==> src/rtl/regfile_pkg.sv <==
// Shared constants and types for the integer register file.
package regfile_pkg;

  localparam int unsigned REG_COUNT  = 32;
  localparam int unsigned XLEN       = 32;
  localparam int unsigned REG_ADDR_W = 5;
  localparam logic [REG_ADDR_W-1:0] ZERO_REG = 5'd0;

  typedef logic [REG_ADDR_W-1:0] reg_addr_t;
  typedef logic [XLEN-1:0]       xlen_t;

endpackage

==> src/rtl/regfile_read_port.sv <==
// One combinational read port: enable gating, x0 masking and the optional
// write-to-read forwarding mux (compiled in with REGFILE_BYPASS_EN).
module regfile_read_port
  import regfile_pkg::*;
#(
  parameter int unsigned DATA_WIDTH = XLEN,
  parameter int unsigned ADDR_WIDTH = REG_ADDR_W
) (
  input  logic                  rd_en,
  input  logic [ADDR_WIDTH-1:0] rd_addr,
  input  logic [DATA_WIDTH-1:0] stored_data,
  // Write that commits at the next edge; byp_valid already excludes x0 and reset.
  input  logic                  byp_valid,
  input  logic [ADDR_WIDTH-1:0] byp_addr,
  input  logic [DATA_WIDTH-1:0] byp_data,
  output logic [DATA_WIDTH-1:0] rd_data
);

`ifndef REGFILE_BYPASS_EN
  // Forwarding inputs are only consumed when the bypass is compiled in.
  logic unused_byp;
  assign unused_byp = ^{byp_valid, byp_addr, byp_data};
`endif

  // Disabled port or x0 reads as zero; otherwise storage (or forwarded write).
  always_comb begin
    rd_data = '0;
    if (rd_en && (rd_addr != '0)) begin
`ifdef REGFILE_BYPASS_EN
      if (byp_valid && (byp_addr == rd_addr)) begin
        rd_data = byp_data;
      end else begin
        rd_data = stored_data;
      end
`else
      rd_data = stored_data;
`endif
    end
  end

endmodule

==> src/rtl/riscv_register_file.sv <==
// Integer register file: x1..x31 storage, x0 hardwired to zero, one synchronous
// write port, two combinational read ports. Define REGFILE_BYPASS_EN to forward
// the in-flight write to matching read ports in the same cycle.
module riscv_register_file
  import regfile_pkg::*;
#(
  parameter int unsigned DATA_WIDTH = XLEN,
  parameter int unsigned ADDR_WIDTH = REG_ADDR_W
) (
  input  logic                  clk,
  input  logic                  reset,     // active-low, asynchronous
  input  logic                  wr_en,
  input  logic [ADDR_WIDTH-1:0] wr_addr,
  input  logic [DATA_WIDTH-1:0] wr_data,
  input  logic                  rd_en1,
  input  logic [ADDR_WIDTH-1:0] rd_addr1,
  output logic [DATA_WIDTH-1:0] rd_data1,
  input  logic                  rd_en2,
  input  logic [ADDR_WIDTH-1:0] rd_addr2,
  output logic [DATA_WIDTH-1:0] rd_data2
);

  localparam int unsigned RegCount = 2 ** ADDR_WIDTH;

  // No entry for x0: it has no storage.
  logic [DATA_WIDTH-1:0] regs_q [1:RegCount-1];
  logic [DATA_WIDTH-1:0] stored1, stored2;
  logic                  wr_fire;
  logic                  byp_valid;

  assign wr_fire   = wr_en && (wr_addr != '0);
  // Never forward while reset holds the storage at zero.
  assign byp_valid = wr_fire && reset;

  // Storage: async clear on reset, commit non-x0 writes on the rising edge.
  always_ff @(posedge clk or negedge reset) begin
    if (!reset) begin
      for (int i = 1; i < RegCount; i++) begin
        regs_q[i] <= '0;
      end
    end else if (wr_fire) begin
      regs_q[wr_addr] <= wr_data;
    end
  end

  // Storage lookup for both ports; x0 has no entry so it is selected as zero here.
  always_comb begin
    stored1 = '0;
    stored2 = '0;
    if (rd_addr1 != '0) stored1 = regs_q[rd_addr1];
    if (rd_addr2 != '0) stored2 = regs_q[rd_addr2];
  end

  regfile_read_port #(
    .DATA_WIDTH(DATA_WIDTH),
    .ADDR_WIDTH(ADDR_WIDTH)
  ) u_port1 (
    .rd_en      (rd_en1),
    .rd_addr    (rd_addr1),
    .stored_data(stored1),
    .byp_valid  (byp_valid),
    .byp_addr   (wr_addr),
    .byp_data   (wr_data),
    .rd_data    (rd_data1)
  );

  regfile_read_port #(
    .DATA_WIDTH(DATA_WIDTH),
    .ADDR_WIDTH(ADDR_WIDTH)
  ) u_port2 (
    .rd_en      (rd_en2),
    .rd_addr    (rd_addr2),
    .stored_data(stored2),
    .byp_valid  (byp_valid),
    .byp_addr   (wr_addr),
    .byp_data   (wr_data),
    .rd_data    (rd_data2)
  );

endmodule

==> config.mk <==
export PLATFORM = sky130hd
export DESIGN_NAME = riscv_register_file
export DESIGN_NICKNAME = d
export VERILOG_FILES = /design/src/rtl/regfile_pkg.sv /design/src/rtl/regfile_read_port.sv /design/src/rtl/riscv_register_file.sv
export SDC_FILE = /design/constraint.sdc
export NUM_CORES = 2
export LEC_CHECK = 0
export BUFFER_PORTS_ARGS = -buffer_cell sky130_fd_sc_hd__buf_2
export CORE_MARGIN = 3
export CORE_UTILIZATION = 55
export DETAILED_ROUTE_END_ITERATION = 10
export PLACE_DENSITY = 0.82
export SYNTH_ARGS = -nofsm -noshare
export SYNTH_HDL_FRONTEND = slang
export SYNTH_HIERARCHICAL = 1
export SYNTH_SLANG_ARGS = --single-unit
==> constraint.sdc <==
create_clock -name clk -period 3.6 [get_ports clk]
set_input_delay 0.36 -clock clk [delete_from_list [all_inputs] [get_ports clk]]
set_output_delay 0.36 -clock clk [all_outputs]
set_load 0.03 [all_outputs]
==> out/metrics.csv <==
stage,metric,value,unit
floorplanning,Placement Rows,114,
floorplanning,Initial Utilization,0.559,
logic_synthesis,Syn Std Cell Area,0.0545,mm^2
outcome,status,"finished, final reports clean",
critical_path,crit path DAT,3.23,ns
power,switch share,0.289,
cells_and_area,"commonest non-fill, non-tap cell in the layout",mux2_2,
power,clock share of power,0.332,
logic_synthesis,synth warn,6,
cells_and_area,most frequent cells in the layout,"mux2_2, dfrtp_1, mux2i_1",
sta,Setup WS post-layout,0.0128,ns
placement,Cell Count Post-Placement,5342,
cells_and_area,top flop regs,regs_q: 992 flops,
clock_tree,clk sinks,992,
floorplanning,Die H,321,um
placement,hpwl dp,105000,um
clock_tree,CTS tree,built,
global_route,vias in the first global route,39779,
critical_path,Crit path required time,3.24,ns
power,sequential share of power,0.457,
global_route,largest net degree at the start of global routing,95,
route,drt first-iter violations,4524,
cells_and_area,Final #Nets,4220,
route,post-DR wirelength/cell,30.8,um
logic_synthesis,Mapped Cells,4213,
route,drt drc,0,
global_route,first-pass GRT wire length,254000,um
logic_synthesis,synthesized area per cell,12.9,um^2
cells_and_area,largest register by flop count,regs_q,
sta,Slew headroom,0.161,
global_route,number of antenna violations at the first check in global routing,16,
clock_tree,"Reg clk slew, reported paths",0.06,ns
sta,Final Skew,0,ns
cells_and_area,Syn-to-layout area delta,10.5,%
sta,final hold slack,0.271,ns
floorplanning,core area,0.0974,mm^2
critical_path,FF-to-FF setup slack,2.75,ns
sta,Final min period,3.59,ns
hold_path,worst min path class,in2async,
clock_tree,CTS H-tree depth,3,
cells_and_area,max reg flops,992,
power,Peak VDD IR,445,uV
global_route,Total Routing Usage GR,0.325,
sta,RSZ-0062 raised after global routing,false,
cells_and_area,final instance area,0.0602,mm^2
placement,PortBufs,115,
power,Comb pwr share,0.211,
route,"wirelength, routed",171000,um
clock_tree,deepest clock path buffer count,3,
power,P per Cell Area,548,mW/mm^2
sta,f_max,0.279,GHz
placement,Place WS,0.266,ns
floorplanning,Die ar.,0.103,mm^2
sta,final slew viol count,0,
sta,Final setup viols,0,
route,via count,39478,
clock_tree,Num CTS Buffers,99,
power,Psw,9.55,mW
cells_and_area,fin util,0.618,
cells_and_area,Non-Filler Instances,5531,
cells_and_area,layout cell share with drive strength beyond 1,0.405,
logic_synthesis,Syn Nets,4265,
critical_path,critical path peak fanout,32,
clock_tree,Clock Latency Late Sink,0.68,ns
job,max_cap viols,0,
route,TritonRoute pass-1 iters,7,
sta,part of the cycle the worst path needs,0.996,
placement,RD Place Congestion,0.881,
critical_path,crit path capture type,output pin,
critical_path,Startpoint Class,primary input,
floorplanning,Ports,116,
route,DRT antenna net count,0,
power,Int Pwr,23.4,mW
clock_tree,Root Buffer,clkbuf_16,
placement,Post-DP Area,0.0568,mm^2
clock_tree,Post-CTS Setup Inserts,0,
global_route,gr ovfl total,0,
sta,final hold vios,0,
sta,worst slew pin tran,1.25,ns
power,Design Power,33.0,mW
power,Pleak,27.3,nW
sta,setup TNS,0,ns
route,drt via density,7.14,
floorplanning,die width,321,um
critical_path,Setup Crit Path Kind,in2out,
-- power groups by stage --
stage / clock, mW / sequential (mW) / combinational [mW]
2_1_floorplan: 0 / 14.6 / 5.19
4_1_cts: 11.0 / 15.0 / 6.89
3_3_place_gp: 0 / 14.9 / 6.59
6_report: 11.0 / 15.1 / 6.97
5_1_grt: 11.4 / 15.3 / 7.45
3_5_place_dp: 0 / 15.1 / 6.83
-- metal layers --
layer  GRT usage  wire length [um]  up-vias  share of wire
li1            -                 -    15906              -
met1       0.429             64800    20337           0.38
met2       0.494             76400     2589           0.45
met3      0.0926             20000      640           0.12
met4       0.163              9080        6          0.053
met5      0.0111               199        -         0.0012
-- layout make-up --
type	count	area (um^2)
clock inverters	40	603
multi-input cells	2767	27600
flip-flops and latches	992	24800
repair buffers	305	2780
inverters	3	11.3
well taps	1276	1600
clock buffers	137	2780
diodes	11	27.5
fillers	7172	37200
-- timing repair --
| action | in CTS | in global routing |
|---|---|---|
| endpoints found under the setup margin | 0 | 0 |
| hold buffers | 1 | 0 |
| resized for setup | 0 | 0 |
| hold endpoints to repair | 68 | 0 |
-- critical path, stage by stage --
cell,delay (ns)
buf_4,0.33
and2b_2,0.24
buf_12,0.27
a221oi_1,0.13
or3_1,0.36
a211oi_1,0.50
nand2_1,0.15
a21oi_1,0.46
buf_4,0.19
buf_2,0.18
-- final timing paths --
kind	endpoint	cells after the start	startpoint
worst max-delay path	rd_data1[8]	10	rd_addr1[1]
worst min-delay path	regs_q[275]	2	reset
worst max register to register	regs_q[929]	1	regs_q[929]
worst min register to register	regs_q[547]	1	regs_q[547]
max in group asynchronous	regs_q[853]	3	reset
min in group clk	regs_q[24]	2	wr_data[24]
No activity file was read; power rests on OpenSTA's default activity.
